`src/rtl/wr_ps_ddr3_if.sv`:
```
// wr_ps_ddr3_if: AXI DataMover S2MM command, data and status streams
interface wr_ps_ddr3_if;
  logic        m_axis_s2mm_cmd_tvalid;
  logic        m_axis_s2mm_cmd_tready;
  logic [71:0] m_axis_s2mm_cmd_tdata;
  logic        s_axis_s2mm_tvalid;
  logic        s_axis_s2mm_tready;
  logic [31:0] s_axis_s2mm_tdata;
  logic [3:0]  s_axis_s2mm_tkeep;
  logic        s_axis_s2mm_tlast;
  logic        m_axis_s2mm_sts_tvalid;
  logic [7:0]  m_axis_s2mm_sts_tdata;
  logic        m_axis_s2mm_sts_tready;
  modport master (
    output m_axis_s2mm_cmd_tvalid, m_axis_s2mm_cmd_tdata, s_axis_s2mm_tvalid, s_axis_s2mm_tdata,
           s_axis_s2mm_tkeep, s_axis_s2mm_tlast, m_axis_s2mm_sts_tready,
    input  m_axis_s2mm_cmd_tready, s_axis_s2mm_tready, m_axis_s2mm_sts_tvalid, m_axis_s2mm_sts_tdata
  );
  modport slave (
    input  m_axis_s2mm_cmd_tvalid, m_axis_s2mm_cmd_tdata, s_axis_s2mm_tvalid, s_axis_s2mm_tdata,
           s_axis_s2mm_tkeep, s_axis_s2mm_tlast, m_axis_s2mm_sts_tready,
    output m_axis_s2mm_cmd_tready, s_axis_s2mm_tready, m_axis_s2mm_sts_tvalid, m_axis_s2mm_sts_tdata
  );
endinterface

```
`src/rtl/wr_ps_ddr3.sv`:
```
// wr_ps_ddr3: PS-DDR3 write engine feeding the DataMover S2MM channel from a FWFT word FIFO
module wr_ps_ddr3 #(
  parameter int   FIFO_AW = 4,
  parameter logic W_TYPE  = 1'b1,
  parameter logic EOF     = 1'b1
) (
  input  logic        clk_ps,
  input  logic        rst_n,
  input  logic        ps_ddr_wr_start,
  input  logic [31:0] ps_ddr_wr_addr,
  input  logic [31:0] ps_ddr_wr_length,
  input  logic        ps_ddr_wr_en,
  input  logic [31:0] ps_ddr_wr_data,
  output logic        ps_ddr_wr_full,
  output logic        ps_ddr_wr_ovf,
  output logic        ps_ddr_wr_busy,
  output logic        ps_ddr_wr_done,
  output logic        ps_ddr_wr_err,
  wr_ps_ddr3_if.master dm
);
  localparam logic [FIFO_AW:0] DEPTH = {1'b1, {FIFO_AW{1'b0}}};
  typedef enum logic [2:0] {IDLE, CMD, DATA, STS, ERRDONE} state_t;
  state_t state, state_n;
  logic del1, del2, acc, push, pop, done_n, err_n, unused_bits;
  logic [22:0] len, btt;
  logic [20:0] beats;
  logic [FIFO_AW:0] cnt;
  logic [FIFO_AW-1:0] wp, rp;
  logic [31:0] mem [2**FIFO_AW];
  logic [7:0] sts;
  logic [3:0] keep_last;
  assign len = ps_ddr_wr_length[22:0];
  assign sts = dm.m_axis_s2mm_sts_tdata;
  assign unused_bits = ^{ps_ddr_wr_length[31:23], sts[3:0]};
  assign acc = del1 & ~del2 & (state == IDLE);
  assign ps_ddr_wr_full = cnt == DEPTH;
  assign ps_ddr_wr_busy = state != IDLE;
  assign push = ps_ddr_wr_en & ~ps_ddr_wr_full;
  assign pop = dm.s_axis_s2mm_tvalid & dm.s_axis_s2mm_tready;
  assign keep_last = btt[1:0] == 2'd1 ? 4'h1 : btt[1:0] == 2'd2 ? 4'h3 : btt[1:0] == 2'd3 ? 4'h7 : 4'hF;
  assign dm.m_axis_s2mm_cmd_tvalid = state == CMD;
  assign dm.m_axis_s2mm_sts_tready = state == STS;
  assign dm.s_axis_s2mm_tvalid = state == DATA && cnt != '0;
  assign dm.s_axis_s2mm_tdata = dm.s_axis_s2mm_tvalid ? mem[rp] : '0;
  assign dm.s_axis_s2mm_tlast = state == DATA && beats == 21'd1;
  assign dm.s_axis_s2mm_tkeep = state != DATA ? 4'h0 : dm.s_axis_s2mm_tlast ? keep_last : 4'hF;
  always_comb begin
    state_n = state;
    done_n = 1'b0;
    err_n = 1'b0;
    case (state)
      IDLE: if (acc) state_n = len == '0 ? ERRDONE : CMD;
      CMD: if (dm.m_axis_s2mm_cmd_tready) state_n = DATA;
      DATA: if (pop && dm.s_axis_s2mm_tlast) state_n = STS;
      STS: if (dm.m_axis_s2mm_sts_tvalid) begin
        state_n = IDLE;
        done_n = 1'b1;
        err_n = ~sts[7] | (|sts[6:4]);
      end
      ERRDONE: begin
        state_n = IDLE;
        done_n = 1'b1;
        err_n = 1'b1;
      end
      default: state_n = IDLE;
    endcase
  end
  always_ff @(posedge clk_ps or negedge rst_n)
    if (!rst_n) begin
      state <= IDLE;
      del1 <= 1'b0;
      del2 <= 1'b0;
      ps_ddr_wr_done <= 1'b0;
      ps_ddr_wr_err <= 1'b0;
      ps_ddr_wr_ovf <= 1'b0;
      btt <= '0;
      beats <= '0;
      cnt <= '0;
      wp <= '0;
      rp <= '0;
      dm.m_axis_s2mm_cmd_tdata <= '0;
    end else begin
      state <= state_n;
      del1 <= ps_ddr_wr_start;
      del2 <= del1;
      ps_ddr_wr_done <= done_n;
      ps_ddr_wr_err <= err_n;
      // a drop in the same cycle as the clearing rise still leaves ovf set
      ps_ddr_wr_ovf <= (ps_ddr_wr_ovf & ~acc) | (ps_ddr_wr_en & ps_ddr_wr_full);
      cnt <= cnt + (FIFO_AW+1)'(push) - (FIFO_AW+1)'(pop);
      wp <= wp + FIFO_AW'(push);
      rp <= rp + FIFO_AW'(pop);
      if (acc) begin
        btt <= len;
        dm.m_axis_s2mm_cmd_tdata <= {8'h00, ps_ddr_wr_addr, 1'b0, EOF, 6'b0, W_TYPE, len};
      end
      beats <= state == CMD && dm.m_axis_s2mm_cmd_tready ? btt[22:2] + 21'(|btt[1:0])
             : pop && beats != '0 ? beats - 21'd1 : beats;
    end
  always_ff @(posedge clk_ps)
    if (push) mem[wp] <= ps_ddr_wr_data;
endmodule

```
`src/flat_wrapper.sv`:
```
// flat-port wrapper written by rule: the top's interface ports become plain ports
module wr_ps_ddr3_flat 
#(
  parameter int   FIFO_AW = 4,
  parameter logic W_TYPE  = 1'b1,
  parameter logic EOF     = 1'b1
)
  (clk_ps, rst_n, ps_ddr_wr_start, ps_ddr_wr_addr, ps_ddr_wr_length, ps_ddr_wr_en, ps_ddr_wr_data, ps_ddr_wr_full, ps_ddr_wr_ovf, ps_ddr_wr_busy, ps_ddr_wr_done, ps_ddr_wr_err, dm_m_axis_s2mm_cmd_tvalid, dm_m_axis_s2mm_cmd_tdata, dm_s_axis_s2mm_tvalid, dm_s_axis_s2mm_tdata, dm_s_axis_s2mm_tkeep, dm_s_axis_s2mm_tlast, dm_m_axis_s2mm_sts_tready, dm_m_axis_s2mm_cmd_tready, dm_s_axis_s2mm_tready, dm_m_axis_s2mm_sts_tvalid, dm_m_axis_s2mm_sts_tdata);
  wr_ps_ddr3_if dm_i ();
  input  logic clk_ps;
  input  logic rst_n;
  input  logic ps_ddr_wr_start;
  input  logic [31:0] ps_ddr_wr_addr;
  input  logic [31:0] ps_ddr_wr_length;
  input  logic ps_ddr_wr_en;
  input  logic [31:0] ps_ddr_wr_data;
  output logic ps_ddr_wr_full;
  output logic ps_ddr_wr_ovf;
  output logic ps_ddr_wr_busy;
  output logic ps_ddr_wr_done;
  output logic ps_ddr_wr_err;
  output wire logic [$bits(dm_i.m_axis_s2mm_cmd_tvalid)-1:0] dm_m_axis_s2mm_cmd_tvalid;
  output wire logic [$bits(dm_i.m_axis_s2mm_cmd_tdata)-1:0] dm_m_axis_s2mm_cmd_tdata;
  output wire logic [$bits(dm_i.s_axis_s2mm_tvalid)-1:0] dm_s_axis_s2mm_tvalid;
  output wire logic [$bits(dm_i.s_axis_s2mm_tdata)-1:0] dm_s_axis_s2mm_tdata;
  output wire logic [$bits(dm_i.s_axis_s2mm_tkeep)-1:0] dm_s_axis_s2mm_tkeep;
  output wire logic [$bits(dm_i.s_axis_s2mm_tlast)-1:0] dm_s_axis_s2mm_tlast;
  output wire logic [$bits(dm_i.m_axis_s2mm_sts_tready)-1:0] dm_m_axis_s2mm_sts_tready;
  input wire logic [$bits(dm_i.m_axis_s2mm_cmd_tready)-1:0] dm_m_axis_s2mm_cmd_tready;
  input wire logic [$bits(dm_i.s_axis_s2mm_tready)-1:0] dm_s_axis_s2mm_tready;
  input wire logic [$bits(dm_i.m_axis_s2mm_sts_tvalid)-1:0] dm_m_axis_s2mm_sts_tvalid;
  input wire logic [$bits(dm_i.m_axis_s2mm_sts_tdata)-1:0] dm_m_axis_s2mm_sts_tdata;
  assign dm_m_axis_s2mm_cmd_tvalid = dm_i.m_axis_s2mm_cmd_tvalid;
  assign dm_m_axis_s2mm_cmd_tdata = dm_i.m_axis_s2mm_cmd_tdata;
  assign dm_s_axis_s2mm_tvalid = dm_i.s_axis_s2mm_tvalid;
  assign dm_s_axis_s2mm_tdata = dm_i.s_axis_s2mm_tdata;
  assign dm_s_axis_s2mm_tkeep = dm_i.s_axis_s2mm_tkeep;
  assign dm_s_axis_s2mm_tlast = dm_i.s_axis_s2mm_tlast;
  assign dm_m_axis_s2mm_sts_tready = dm_i.m_axis_s2mm_sts_tready;
  assign dm_i.m_axis_s2mm_cmd_tready = dm_m_axis_s2mm_cmd_tready;
  assign dm_i.s_axis_s2mm_tready = dm_s_axis_s2mm_tready;
  assign dm_i.m_axis_s2mm_sts_tvalid = dm_m_axis_s2mm_sts_tvalid;
  assign dm_i.m_axis_s2mm_sts_tdata = dm_m_axis_s2mm_sts_tdata;
  wr_ps_ddr3 #(.FIFO_AW(FIFO_AW), .W_TYPE(W_TYPE), .EOF(EOF)) u_core (.clk_ps(clk_ps), .rst_n(rst_n), .ps_ddr_wr_start(ps_ddr_wr_start), .ps_ddr_wr_addr(ps_ddr_wr_addr), .ps_ddr_wr_length(ps_ddr_wr_length), .ps_ddr_wr_en(ps_ddr_wr_en), .ps_ddr_wr_data(ps_ddr_wr_data), .ps_ddr_wr_full(ps_ddr_wr_full), .ps_ddr_wr_ovf(ps_ddr_wr_ovf), .ps_ddr_wr_busy(ps_ddr_wr_busy), .ps_ddr_wr_done(ps_ddr_wr_done), .ps_ddr_wr_err(ps_ddr_wr_err), .dm(dm_i));
endmodule
```
`config.mk`:
```
export PLATFORM = sky130hd
export DESIGN_NAME = wr_ps_ddr3_flat
export DESIGN_NICKNAME = d
export VERILOG_FILES = /design/src/rtl/wr_ps_ddr3_if.sv /design/src/rtl/wr_ps_ddr3.sv /design/src/flat_wrapper.sv
export SDC_FILE = /design/constraint.sdc
export NUM_CORES = 1
export LEC_CHECK = 0
export BUFFER_PORTS_ARGS = -buffer_cell sky130_fd_sc_hd__buf_2
export CORE_ASPECT_RATIO = 0.8
export CORE_MARGIN = 2
export CORE_UTILIZATION = 53
export DETAILED_ROUTE_END_ITERATION = 10
export PLACE_DENSITY = 0.75
export REMOVE_ABC_BUFFERS = 1
export SYNTH_ARGS = -nofsm -noshare
export SYNTH_HDL_FRONTEND = slang
export SYNTH_SLANG_ARGS = --single-unit
```
`constraint.sdc`:
```
create_clock -name clk_ps -period 4.2 [get_ports clk_ps]
set_clock_uncertainty 0.2 [all_clocks]
set_input_delay 0.84 -clock clk_ps [delete_from_list [all_inputs] [get_ports clk_ps]]
set_output_delay 0.84 -clock clk_ps [all_outputs]
set_load 0.02 [all_outputs]
```
==> flow_summary.yaml, run 1 <==
status:
  status: "complete, no violations"
synth:
  syn_avg_cell_area_sq_um: 20.3
  syn_area_sq_um: 24500
  synth_commonest_cells: "512 x edfxtp_1, 160 x mux4_2, 98 x dfrtp_1"
  yosysWarningCount: 0
  synth_largest_area_cell: "edfxtp_1"
  ys.flop_type: "edfxtp_1"
  ys_async_sr_fraction_pct: 16.1
  synth-edff-count: 512
  yosysMostFrequentCell: "edfxtp_1"
  yosys-top-cells-area: "edfxtp_1 63%, mux4_2 15%, dfrtp_1 10%, mux2_2 2.5%, ha_1 0.87%"
  ys_seq_area_share_pct: 72.7
  syn_inst: 1205
  ys_seq_elements: 610
  yosysUniqueCellTypes: 64
  yosys.area.top_type_share_pct: 62.7
drt:
  firstDrtPassIters: 7
  drt_wl_total_um: 53000
  routed_via_density: 5.94
  vias: 12545
  postRouteAntennaNets: 0
  drcViolationCount: 0
  wl_per_cell_um: 25.1
  drt_iter0_drc: 1080
clock_network:
  path_clk_slew_ns: 0.06
  htreeDepth: 2
  root_buffer: "clkbuf_16"
  numCtsBuffers: 56
  insertion_delay_ns: 0.60
  cts.sinks: 610
  cts_buffer_depth: 3
  cts_tree: "done"
worst_setup_path:
  crit_path_start: "u_core.cnt[3]"
  cp_max_fo: 13
  reg2reg_depth: 15
  path_cells: "inv_1 > ha_1 > or4b_2 > nand2_2 > buf_4 > nor2b_1 > buf_2"
  arrival_ns: 3.00
  r2r_start: "u_core.cnt[3]"
  crit_buf_inv: 3
  critPathLaunchType: "flip-flop"
  crit_slowest_cell: "or4b_2"
  cp.depth: 7
  r2r-end: "u_core.cnt[4]"
  max_stage_delay_ns: 0.67
  endpoint_kind: "output port"
  cp.required_ns: 3.16
  rrSetupSlack_ns: 0.78
  critical_path_class: "reg -> out"
  setup.worst_path.end: "dm_s_axis_s2mm_tdata[22]"
  cpLargestDelayFamily: "simple AND/OR/NAND/NOR gates"
die:
  dieArea_sq_um: 48000
  core_sq_um: 45600
  io_pins: 228
  start_util_pct: 53.7
  fp-row-count: 70
  die_y_um: 196
  fp.dieW_um: 244
power:
  power_frac_clock_pct: 25.2
  p_sw_share_pct: 32.0
  p_seq_share_pct: 41.5
  power.density_nw_per_um2: 701
  vdd_ir_drop_max_uv: 472
  net-switching-power_uw: 6370
  p_comb_share_pct: 33.3
  power_leakage_uw: 0.00987
  internal-power_uw: 13600
sta:
  slew_violations: 0
  fin_hold_ws_ns: 0.112
  period_share_pct: 96.1
  maxSlewHeadroom_pct: 37.2
  period_minus_slack_ns: 4.04
  setup_viol: 0
  rsz0062_at_grt: "false"
  fmax_mhz: 248
  hold_viol: 0
  max_slew.worst_pin.slew_ns: 0.938
hold_path:
  hold_class: "in -> async"
global_route:
  grt_max_degree: 59
  grt_pass1_vias: 12722
  grt_pass1_wl_um: 79400
  grt.overflow.total: 0
  grt_usage_pct: 22.4
  antenna_found_initial: 2
cells_and_area:
  fill_cells: 3098
  fin_nets: 1582
  fin_util_pct: 62.3
  areaGrowthSynthToFinish_pct: 16.0
  seq_area_sq_um: 17800
  finalNonFillerCells: 2112
  drive_gt1_share_pct: 38.4
  multi_input_area_sq_um: 6410
placement:
  dp_hpwl_um: 30400
  portBuffers: 199
  gp_congestion: 0.823
  dp_cells: 2001
job:
  maxCapViolCount: 0
cell usage in the layout (no fill, tap or decap), types with 6 or more instances in the layout:
master     synthesis  layout
a21oi_1            8       8
and3_1            10      10
buf_12             0      10
buf_2             17     198
buf_4             19      37
clkbuf_1          23       9
clkbuf_16          0      59
clkinv_1           0      16
clkinv_2           0       8
conb_1             1      15
dfrtp_1           98      94
edfxtp_1         512     512
ha_1              17      17
inv_1             19      19
mux2_2            55      55
mux4_2           160     160
nand2_1           20      19
nand2b_1           7       6
nand3_1           13      13
nand4_1            6       6
nor2_1            30      18
nor2_4             0      12
nor2b_1           33      33
nor3_1            14      10
nor4_1             7       7
o211ai_1          11      11
or3_1              6       6
xnor2_1           18      18
xor2_1            11      11
state kept, by name, indices dropped and copies added, names as in the netlist:
name,flops
u_core.cnt,5
u_core.dm.m_axis_s2mm_cmd_tdata,34
u_core.btt,22
u_core.state,3
u_core.del1,1
u_core.ps_ddr_wr_err,1
u_core.wp,4
u_core.ps_ddr_wr_ovf,1
u_core.del2,1
u_core.beats,21
u_core.ps_ddr_wr_done,1
u_core.rp,4
u_core.mem,512
metrics by stage:
step / power (uW) / worst slack [ns] / setup TNS, ns / instance area (sq um)
after floorplan: 12900 / -3.10 / -106.97 / 24200
after global placement: 14800 / 0.640 / 0 / 26500
after detailed placement: 15000 / 0.649 / 0 / 26500
after CTS: 20100 / 0.00555 / 0 / 28400
after global routing: 20800 / 0.0426 / 0 / 28400
final: 19900 / 0.163 / 0 / 28400
how the worst min path moves through the flow:
| stage | from | end | slack, ns | depth (start not counted) |
|---|---|---|---|---|
| after floorplan | u_core.del1 | u_core.del2 | 0.15 | 0 |
| final | rst_n | u_core.dm.m_axis_s2mm_cmd_tdata[63] | 0.11 | 1 |
| after detailed placement | u_core.del1 | u_core.del2 | 0.16 | 0 |
| after global placement | u_core.del1 | u_core.del2 | 0.15 | 0 |
| after CTS | rst_n | u_core.dm.m_axis_s2mm_cmd_tdata[63] | 0.12 | 1 |
| after global routing | ps_ddr_wr_start | u_core.del1 | 0.12 | 1 |
repair_timing:
action / in CTS / in global routing
buffers inserted: 0 / 6
hold buffers: 0 / 0
resized for setup: 1 / 2
cloned: 0 / 0
setup endpoints to repair: 1 / 11
cell families after synthesis:
group | synth area share, %
AOI/OAI and AO/OA | 1.66
xor gates and xnor gates | 1.04
adders and majority gates | 0.950
buffers and inverters | 1.78
DFF | 72.7
muxes | 17.4
other | 0.0153
and+or+nand+nor | 4.46
power by group through the flow:
| stage | combinational (uW) | clock, uW | sequential, uW |
|---|---|---|---|
| 2_1_floorplan | 3960 | 0 | 8980 |
| 3_3_place_gp | 6440 | 0 | 8380 |
| 3_5_place_dp | 6540 | 0 | 8440 |
| 4_1_cts | 6600 | 5120 | 8330 |
| 5_1_grt | 7100 | 5340 | 8390 |
| 6_report | 6640 | 5020 | 8280 |
per-layer routing:
metal / vias to the layer above / global-route usage (%) / wire length, um
met5: - / 0 / 13
met2: 488 / 36.7 / 26900
met1: 6588 / 31.8 / 21500
li1: 5391 / - / -
met4: 2 / 5.31 / 924
met3: 76 / 4.08 / 3650
cell type report:
type                       count  share of cell area (%)
clock buffer                  72                    5.50
inverter                      19                   0.251
clock inverter                32                   0.915
sequential                   610                    62.7
tap                          612                    2.69
multi-input combinational    518                    22.6
antenna                        1                 0.00880
timing repair buffer         248                    5.34
Power figures use the tool's default switching activity.
==> inputs of run 2 (changes only) <==
GPL_ROUTABILITY_DRIVEN = 0   (was unset)
PLACE_DENSITY = unset   (was 0.75)
PLACE_DENSITY_LB_ADDON = 0.15   (was unset)
==> flow_summary.yaml, run 2 (same netlist as run 1, synthesis figures left out) <==
clock_network:
  insertion_delay_ns: 0.62
  cts.sinks: 610
  numCtsBuffers: 58
  htreeDepth: 2
  cts_tree: "done"
  cts_buffer_depth: 3
  root_buffer: "clkbuf_16"
  path_clk_slew_ns: 0.06
  cts_setup_buffers: 0
worst_setup_path:
  critical_path_class: "reg -> out"
  endpoint_kind: "output port"
  critPathLaunchType: "flip-flop"
  cp_max_fo: 21
  rrSetupSlack_ns: 0.70
  arrival_ns: 2.93
  cp.required_ns: 3.16
drt:
  routed_via_density: 5.82
  highest_layer: "met5"
  postRouteAntennaNets: 0
  wl_per_cell_um: 24.9
  vias: 12292
  wl_met1_um: 23300
  drcViolationCount: 0
  firstDrtPassIters: 7
  drt_iter0_drc: 1094
  dr_wl_met3_um: 2940
  drt_wl_total_um: 52600
  route.met2.wl_um: 25400
power:
  power.density_nw_per_um2: 698
  net-switching-power_uw: 6350
  p_comb_share_pct: 32.9
  internal-power_uw: 13500
  power_frac_clock_pct: 25.7
  p_seq_share_pct: 41.4
  vdd_ir_drop_max_uv: 595
  p_sw_share_pct: 32.0
  power_uw: 19900
  power_leakage_uw: 0.00988
die:
  dieArea_sq_um: 48000
  fp.dieW_um: 244
  start_util_pct: 53.7
  core_sq_um: 45600
  fp-row-count: 70
  io_pins: 228
  die_y_um: 196
global_route:
  antenna_found_initial: 3
  grt_pass1_wl_um: 79000
  grt_max_degree: 76
  grt_usage_pct: 22.4
  grt.overflow.total: 0
  grt_pass1_vias: 12616
cells_and_area:
  reg_top3: "u_core.mem: 512 flops, u_core.dm.m_axis_s2mm_cmd_tdata: 34 flops, u_core.btt: 22 flops"
  layout_common_cells: "512 x edfxtp_1, 198 x buf_2, 160 x mux4_2"
  areaGrowthSynthToFinish_pct: 16.0
  layout_commonest_cell: "edfxtp_1"
  drive_gt1_share_pct: 38.6
  fin_nets: 1580
  regMostFlops: "u_core.mem"
  largest_reg_flops: 512
status:
  status: "complete, no violations"
placement:
  portBuffers: 199
  pre_cts_ws_ns: 0.676
  dp_hpwl_um: 30500
sta:
  hold_viol: 0
  fmax_mhz: 252
  max_slew.worst_pin.slew_ns: 0.954
  period_minus_slack_ns: 3.97
  setup_ws_ns: 0.226
  fin_hold_ws_ns: 0.138
  period_share_pct: 94.6
  maxSlewHeadroom_pct: 36.3
  rsz0062_at_grt: "false"
  slew_violations: 0
  setup_viol: 0
hold_path:
  hold_class: "in -> reg"
job:
  maxCapViolCount: 0
[run 2: path summary, 6_finish.rpt]
| path | from | end | cells past startpoint |
|---|---|---|---|
| setup / recovery | u_core.rp[0] | dm_s_axis_s2mm_tdata[31] | 5 |
| hold / removal | ps_ddr_wr_start | u_core.del1 | 1 |
| setup reg to reg | u_core.cnt[2] | u_core.cnt[4] | 15 |
| hold reg to reg | u_core.del1 | u_core.del2 | 0 |
| max in group asynchronous | rst_n | u_core.dm.m_axis_s2mm_cmd_tdata[51] | 3 |
| min in group asynchronous | rst_n | u_core.wp[3] | 2 |
[run 2: worst max-delay path: stages, from the launching register on]
cell     delay [ns]
dfrtp_4        0.48
buf_4          0.41
mux4_2         0.58
mux4_2         0.51
nor2b_1        0.15
buf_2          0.17
[run 2: through the flow]
step | util, % | cell area [sq um] | setup TNS [ns] | std cells
finish | 62.3 | 28400 | 0 | 2113
global route | 62.3 | 28400 | 0 | 2112
CTS | 62.3 | 28400 | 0 | 2112
detailed placement | 58.2 | 26600 | 0 | 2002
global placement | 58.2 | 26600 | 0 | 2002
floorplan | - | 24200 | -106.97 | 1147
[run 2: area by class of cell]
cell class	instances	area (sq um)
repair buffers	244	1480
clock inverters	40	334
well taps	612	766
flip-flops and latches	610	17800
clock buffers	69	1510
inverters	19	71.3
fillers	3214	17200
diodes	1	2.50
multi-input cells	518	6420
[run 2: routing by layer]
layer	GRT usage, %	vias to the layer above
met3	3.66	63
met2	34.8	334
met4	5.98	4
li1	-	5396
met1	33.5	6495
met5	0	-
[run 2: power by group through the flow]
stage	registers, uW	logic, uW	clock network (uW)
floorplan	8980	3960	0
global placement	8290	6570	0
detailed placement	8340	6620	0
CTS	8220	6640	5210
global route	8330	7020	5440
finish	8220	6520	5100
[run 2: repair_timing]
action,CTS,global route
endpoints found under the hold margin,2,0
endpoints found under the setup margin,0,15
resized for setup,0,1
hold buffers,1,0
